## src/rtl/fetch_pkg.sv

```systemverilog
// Shared constants and helpers for the instruction fetch pipeline.
package fetch_pkg;

  localparam int unsigned INST_W = 32;
  localparam int unsigned PC_INC = 4;

  localparam logic [5:0] OP_J   = 6'b000010;
  localparam logic [5:0] OP_JAL = 6'b000011;

  typedef logic [INST_W-1:0] inst_t;

  function automatic logic is_jump(input inst_t inst);
    return (inst[31:26] == OP_J) || (inst[31:26] == OP_JAL);
  endfunction

endpackage

```

## src/rtl/fetch_fifo.sv

```systemverilog
// Instruction queue: circular buffer of (instruction, PC) pairs with occupancy count.
module fetch_fifo
  import fetch_pkg::*;
#(
  parameter int unsigned AW    = 32,
  parameter int unsigned DEPTH = 4
) (
  input  logic                     clk,
  input  logic                     clr,
  input  logic                     flush,
  input  logic                     push,
  input  inst_t                    push_inst,
  input  logic [AW-1:0]            push_pc,
  input  logic                     pop,
  output inst_t                    head_inst,
  output logic [AW-1:0]            head_pc,
  output logic [$clog2(DEPTH):0]   count
);

  localparam int unsigned PW = $clog2(DEPTH);
  localparam logic [PW:0] FULL = (PW+1)'(DEPTH);

  inst_t         mem_inst [DEPTH];
  logic [AW-1:0] mem_pc   [DEPTH];
  logic [PW-1:0] wrptr;
  logic [PW-1:0] rdptr;
  logic          do_push;
  logic          do_pop;

  // Pop is qualified by occupancy; push may proceed when full only if a pop frees the slot.
  always_comb begin
    do_pop  = pop && (count != '0);
    do_push = push && ((count != FULL) || do_pop);
  end

  always_ff @(posedge clk) begin
    if (do_push) begin
      mem_inst[wrptr] <= push_inst;
      mem_pc[wrptr]   <= push_pc;
    end
  end

  always_ff @(posedge clk) begin
    if (clr || flush) begin
      wrptr <= '0;
      rdptr <= '0;
      count <= '0;
    end else begin
      if (do_push) wrptr <= wrptr + 1'b1;
      if (do_pop)  rdptr <= rdptr + 1'b1;
      case ({do_push, do_pop})
        2'b10:   count <= count + 1'b1;
        2'b01:   count <= count - 1'b1;
        default: count <= count;
      endcase
    end
  end

  assign head_inst = mem_inst[rdptr];
  assign head_pc   = mem_pc[rdptr];

endmodule

```

## src/rtl/fetch_pipe.sv

```systemverilog
// Instruction fetch front end: PC, request gating, response kill and queue.
// Optional jump predecode enabled by defining FETCH_JUMP_PREDECODE_EN.
module fetch_pipe
  import fetch_pkg::*;
#(
  parameter int unsigned   AW       = 32,
  parameter int unsigned   DEPTH    = 4,
  parameter logic [AW-1:0] RESET_PC = '0
) (
  input  logic                   Clk,
  input  logic                   Clr,
  input  logic                   Redirect,
  input  logic [AW-1:0]          RedirectPC,
  output logic                   ImemReq,
  output logic [AW-1:0]          ImemAddr,
  input  inst_t                  ImemData,
  output logic                   InstValid,
  input  logic                   InstReady,
  output inst_t                  Inst,
  output logic [AW-1:0]          InstPC,
  output logic [$clog2(DEPTH):0] Count
);

  localparam int unsigned CW = $clog2(DEPTH) + 1;
  localparam logic [CW:0] DEPTH_V = (CW+1)'(DEPTH);

  logic [AW-1:0] pc;
  logic          inflight;
  logic [AW-1:0] ipc;
  logic          kill;
  logic          enq;
  logic          jump_take;
  logic [AW-1:0] jtarget;
  logic [CW:0]   occ;

  // In-flight responses reserve a queue slot so an accepted response never overflows.
  always_comb begin
    occ     = {1'b0, Count} + {{CW{1'b0}}, inflight};
    ImemReq = !Clr && !Redirect && (occ < DEPTH_V);
    enq     = inflight && !kill && !Redirect && !Clr;
  end

  assign ImemAddr = pc;

`ifdef FETCH_JUMP_PREDECODE_EN
  logic [AW-1:0] seq_pc;
  always_comb begin
    seq_pc    = ipc + AW'(PC_INC);
    jump_take = enq && is_jump(ImemData);
    jtarget   = {seq_pc[AW-1:28], ImemData[25:0], 2'b00};
  end
`else
  always_comb begin
    jump_take = 1'b0;
    jtarget   = '0;
  end
`endif

  always_ff @(posedge Clk) begin
    if (Clr) begin
      pc       <= RESET_PC;
      inflight <= 1'b0;
      ipc      <= '0;
      kill     <= 1'b0;
    end else begin
      inflight <= ImemReq;
      kill     <= jump_take;
      if (ImemReq) ipc <= pc;
      // External redirect outranks a predecoded jump; both override sequential advance.
      if (Redirect)       pc <= {RedirectPC[AW-1:2], 2'b00};
      else if (jump_take) pc <= jtarget;
      else if (ImemReq)   pc <= pc + AW'(PC_INC);
    end
  end

  assign InstValid = (Count != '0) && !Redirect && !Clr;

  fetch_fifo #(
    .AW    (AW),
    .DEPTH (DEPTH)
  ) u_fifo (
    .clk       (Clk),
    .clr       (Clr),
    .flush     (Redirect),
    .push      (enq),
    .push_inst (ImemData),
    .push_pc   (ipc),
    .pop       (InstValid && InstReady),
    .head_inst (Inst),
    .head_pc   (InstPC),
    .count     (Count)
  );

endmodule
```

## config.mk

```make
export PLATFORM = sky130hd
export DESIGN_NAME = fetch_pipe
export DESIGN_NICKNAME = d
export VERILOG_FILES = /design/src/rtl/fetch_pkg.sv /design/src/rtl/fetch_fifo.sv /design/src/rtl/fetch_pipe.sv
export SDC_FILE = /design/constraint.sdc
export NUM_CORES = 1
export LEC_CHECK = 0
export CAP_MARGIN = 25
export CORE_UTILIZATION = 59
export DETAILED_ROUTE_END_ITERATION = 12
export GPL_TIMING_DRIVEN = 0
export PLACE_DENSITY = 0.85
export SLEW_MARGIN = 20
export SYNTH_ARGS = -nofsm -noshare
export SYNTH_HDL_FRONTEND = slang
export SYNTH_SLANG_ARGS = --single-unit
export TNS_END_PERCENT = 5
```

## constraint.sdc

```tcl
create_clock -name Clk -period 11.05 [get_ports Clk]
set_input_delay 1.6575 -clock Clk [delete_from_list [all_inputs] [get_ports Clk]]
set_output_delay 1.6575 -clock Clk [all_outputs]
set_load 0.02 [all_outputs]
```

Word level (Yosys, flattened, before mapping)
Memories as Yosys holds them, arrays and structs flattened. A register that Yosys moved wholly into a read port is not among the register bits.
Cells that the tools add are included.
{ "word_totals": {"register_bits": 72, "ramBits": 256, "input_bits": 68, "out_inout_bits": 101, "word_cells": 45, "mem_count": 2} }
{ "mem_list": {"columns": ["name", "words", "width", "read_ports", "rd_ports_with_merged_regs", "wr", "line", "rtl"], "rows": [
  ["u_fifo.mem_inst", 4, 32, 1, 1, 1, "fetch_fifo.sv:23", "inst_t mem_inst [DEPTH];"],
  ["u_fifo.mem_pc", 4, 32, 1, 1, 1, "fetch_fifo.sv:24", "logic [AW-1:0] mem_pc [DEPTH];"]
]} }
{ "classes": {"n_addsub": 6, "n_lt_le_gt_ge": 1, "n_eq_ne": 3, "muxes": 9, "n_reduce_logical": 17} }
{ "ops": {"columns": ["operator", "count"], "rows": [
  ["two-way mux 32 bit", 2],
  ["adder 32 x 3 -> 32 bit, second input constant", 1],
  ["logical AND 1 bit", 9],
  ["two-way mux 2 bit", 4],
  ["one-hot mux 3 bit (2 select lines)", 1],
  ["adder 2 x 1 -> 2 bit, second input constant", 2],
  ["adder 3 x 1 -> 4 bit", 1],
  ["less-than comparator 4 x 3 -> 1 bit, second input constant", 1],
  ["nonzero test 2 bit", 2],
  ["adder 3 x 1 -> 3 bit, second input constant", 1],
  ["!= test 3 bit, second input constant", 1],
  ["nonzero test 3 bit", 1],
  ["subtractor 3 x 1 -> 3 bit, second input constant", 1],
  ["equality test 2 x 1 -> 1 bit, second input constant", 1],
  ["equality test 2 bit, second input constant", 1],
  ["logical NOT 1 bit", 2],
  ["logical OR 1 bit", 2],
  ["two-way mux 1 bit", 2],
  ["OR reduction 2 bit", 1]
]} }

Depth between registers and ports, before layout
{ "logic_depth": {"ltp_word": 9, "depth_mapped": 9, "mapped_depth_nobuf": 8} }

Cells and area by module
From an unflattened synthesis, not the netlist that was laid out.
{ "hier_totals": {"hier_cells": 757, "hier_area_um2": 12574.6} }
{ "by_module_without_submodules": {"columns": ["mod", "n_inst", "cells_per_inst", "area_per_inst_um2", "seq_area_each_um2"], "rows": [
  ["fetch_fifo", 1, 389, 9734.3, 7867.5],
  ["fetch_pipe", 1, 368, 2840.2, 1221.2]
]} }

Worst setup path after synthesis
No wires, ideal clock.
{ "synth_timing": {"path_kind": "input-to-reg", "start": "input port Redirect", "end": "memory u_fifo.mem_inst[0][0] (netlist name) (enable)", "setup_ns": 0.426, "arrival_ns": 4.235, "required_time_ns": 10.624, "slack_ns": 6.388, "path_stages": 4, "n_path_buf": 1, "cell_sequence": "or2_2 -> buf_2 -> a311oi_1 -> and2_1"} }
{ "synth_between": {"elab_chain_len": 9, "word_cells_on_any_way": 11, "cone_classes": "mux: 2; reduce/logical: 9"} }
{ "synth_lines": {"columns": ["item", "line", "rtl"], "rows": [
  ["start, declared", "fetch_pipe.sv:12", "input logic Redirect,"],
  ["logical NOT 1 bit *", "fetch_pipe.sv:40, fetch_pipe.sv:76", null],
  ["logical AND 1 bit (2 in series)", "fetch_pipe.sv:76", "assign InstValid = (Count != '0) && !Redirect && !Clr;"],
  ["logical AND 1 bit", "fetch_pipe.sv:88", ".pop (InstValid && InstReady),"],
  ["logical AND 1 bit", "fetch_fifo.sv:32", "do_pop = pop && (count != '0);"],
  ["logical OR 1 bit", "fetch_fifo.sv:33", "do_push = push && ((count != FULL) || do_pop);"],
  ["logical AND 1 bit *", "fetch_fifo.sv:33", null],
  ["two-way mux 1 bit *", "fetch_fifo.sv:37", "if (do_push) begin"],
  ["two-way mux 1 bit (implied by the code) *", "fetch_fifo.sv:38", "mem_inst[wrptr] <= push_inst;"],
  ["end, declared", "fetch_fifo.sv:23", null]
]} }
Every way passes the cells marked *; elsewhere a longest branch is shown, timed or not.

Worst setup path after layout
{ "layout_timing": {"start": "input port Redirect", "end": "output port ImemReq"} }
{ "layout_between": {"elab_chain_len": 3} }
{ "layout_lines": {"columns": ["item", "line", "rtl"], "rows": [
  ["logical NOT 1 bit", "fetch_pipe.sv:39", "ImemReq = !Clr && !Redirect && (occ < DEPTH_V);"],
  ["logical AND 1 bit (2 in series)", "fetch_pipe.sv:39", null],
  ["end, declared", "fetch_pipe.sv:14", "output logic ImemReq,"]
]} }
No other way between the ends.

==> flow_metrics.tcl <==
set metrics [dict create \
    status "finished clean" \
    seq_area_frac_synth_pct 71.15 \
    cts_tree "done" \
    wl_per_cell_um 22.24 \
    yosys.area.top_type "edfxtp_1" \
    yosys.area_share.xor_xnor_pct 0.8452 \
    netlist_instances 772 \
    grt_max_degree 44 \
    gp_congestion 0.9594 \
    place_inst 1211 \
    rows 52 \
    synth_area_um2 12440 \
    numCtsBuffers 30 \
    core_um2 20430 \
    synth_top_family_by_area "multiplexers" \
    drt.antenna.violating_nets 0 \
    setup_viol_count_final 0 \
    final_nets 1047 \
    synth_area_leaders "edfxtp_1 60%, dfxtp_1 11%, mux4_2 11%" \
    ir_drop_v 0.0001342 \
    fp.dieW_um 147.2 \
    met2WireLength_um 13550 \
    worst_slew_pin_slew_ns 0.9793 \
    fin_cells 1267 \
    synth_cell_types 52 \
    finalMaxSlewViolations 0 \
    grt_setup_unrepaired "no" \
    power_density_nw_per_um2 162.1 \
    final.setup.tns_ns 0 \
    antenna_cells 0 \
    io_pins 169 \
    port_buffers 162 \
    start_util_pct 60.87 \
    grtUsageTotal_pct 26.49 \
    clk_latency_ns 0.55 \
    drcViolationCount 0 \
    cp.arrival_ns 4.80 \
    min-delay-path-class "flip-flop to flip-flop" \
    via_per_inst 6.096 \
    post_cts_resized 0 \
    avgSynthCellArea_um2 16.11 \
    hpwl_um 18150 \
    cts_hold_buf 0 \
    synth_edf_count 248 \
    drt-initial-drc-count 668 \
    start_kind "input port" \
    ys_dominant_reg_cell "edfxtp_1" \
    vias 7723 \
    crit_path_max_incr_delay_ns 0.73 \
    crit_chain "clkdlybuf4s50_1, clkbuf_1, nor2_1, nand2_1, inv_1, buf_1, clkdlybuf4s50_1" \
    worst_setup_path_end_kind "output port" \
    multiInputGateArea_um2 3344 \
    first_global_vias 7726 \
    routed.top_layer "met4" \
    ys_warn_count 0 \
    synth-adder-area-share_pct 0.6641 \
    htree_levels 1 \
    clock_skew_ns 0.01743 \
    die_h_um 147.2 \
    yosys.area.top_type_share_pct 59.89 \
    final_cell_mix "248 x edfxtp_1, 162 x clkdlybuf4s50_1, 92 x nand2_1, 70 x dfxtp_1, 62 x mux4_2" \
    fin_crit_ns 6.462 \
    post_cts_buffers 0 \
    cap_viol_max_count 0 \
    die-area_um2 21660 \
    clk_path_buf_depth 3 \
    fillCellCount 1263 \
    antenna_found_initial 0 \
    path_clk_slew_ns 0.06 \
    root_buffer "clkbuf_16" \
    setup.worst_path.class "input port to output port" \
    met1Wirelength_um 11600 \
    drtPass1Iterations 4 \
    synth-simple-area-share_pct 8.552 \
    grt_pass1_wl_um 43260 \
    drive_above_1_share_pct 14.84 \
    crit_top_cell "clkdlybuf4s50_1" \
    final_common_cell "edfxtp_1" \
    grt-ovfl-total 0 \
    ys_ff_latch 318 \
    fin_crit_sh_pct 58.48 \
    worst-path-max-fanout 10 \
    muxShareOfSynthArea_pct 11.56 \
    synthArstFlopShare_pct 0 \
    met3_length_um 2374 \
    leakagePower_nw 5.020 \
    syn_to_final_growth_pct 25.26 \
    clock-sinks 318 \
    relSlewSlack_pct 34.27 \
    synth-compound-area-share_pct 5.071 \
    routed_wl_um 28180 \
    final-hold-violation-count 0 \
    fmax_ghz 0.1547 \
    worstPathRequired_ns 9.39 \
    slowest_stage "clkdlybuf4s50_1" \
    regArea_um2 8848 \
]
==> kinds of logic after synthesis <==
family,Yosys count
AND/OR/NAND/NOR,211
flip-flops,318
AO/OA/AOI/OAI,95
other,1
adder cells (fa/ha/maj),6
multiplexers,66
XOR/XNOR,12
buffers and inverters,63
==> synth_stat cells, types with 7 or more instances <==
cell	n
xor2_1	8
nor2_1	22
nand4_1	16
edfxtp_1	248
or3_1	7
a211oi_1	8
a311oi_1	7
nand3_1	20
nand2_1	92
o211ai_1	9
clkbuf_1	32
inv_1	13
mux4_2	62
a31oi_1	9
a21oi_1	36
dfxtp_1	70
or4_1	9
nor3_1	10
buf_2	10
==> power by group <==
part / switching (mW) / internal, mW / total [mW]
combinational: 0.0674 / 0.0598 / 0.127
sequential: 0.0217 / 1.30 / 1.32
clock: 0.441 / 0.636 / 1.08
==> final timing paths <==
path	from	end	slack, ns	depth (start not counted)
hold / removal	ipc[16]	ipc[16]	0.50	2
setup reg to reg	u_fifo.count[0]	u_fifo.mem_pc[3][18]	8.20	5
hold reg to reg	ipc[16]	ipc[16]	0.50	2
setup / recovery	Redirect	ImemReq	4.59	7
==> state kept, by name, summed over array words and instances (netlist names), named ones only <==
signal / flops
u_fifo.mem_pc: 120
u_fifo.count: 3
u_fifo.wrptr: 2
u_fifo.mem_inst: 128
u_fifo.rdptr: 2
ipc: 30
ImemAddr: 30
inflight: 1
==> metal layers <==
| metal | vias to the layer above | GRT usage, % |
|---|---|---|
| met5 | - | 0 |
| li1 | 3436 | - |
| met3 | 41 | 4.255 |
| met1 | 3811 | 37.21 |
| met2 | 435 | 42.74 |
| met4 | 0 | 8.918 |
==> layout make-up <==
cell class              count  share of cell area [%]
flip-flops and latches    318                   56.80
repair buffers            166                   10.97
inverters                  13                  0.3133
well taps                 270                   2.169
multi-input cells         394                   21.47
clock inverters            19                   1.301
clock buffers              37                   5.590
plain buffers              50                   1.382
==> worst max-delay path, delay by kind of cell <==
kind	cells	cell delay [ns]
and+or+nand+nor	2	0.91
buffers and inverters	5	2.24
==> through the flow <==
step                      util [%]  instance area (µm²)  worst slack, ns  total power, mW  hold slack [ns]
after floorplan                  -                12450            6.388            1.396           0.4538
after global placement       70.52                14410            4.676            1.468           0.4771
after detailed placement     70.99                14500            4.752            1.471           0.4861
after CTS                    76.25                15580            4.727            2.536           0.4959
after global routing         76.25                15580            4.501            2.592           0.5208
final                        76.25                15580            4.588            2.525           0.5011
(Power assumes the default switching activity.)
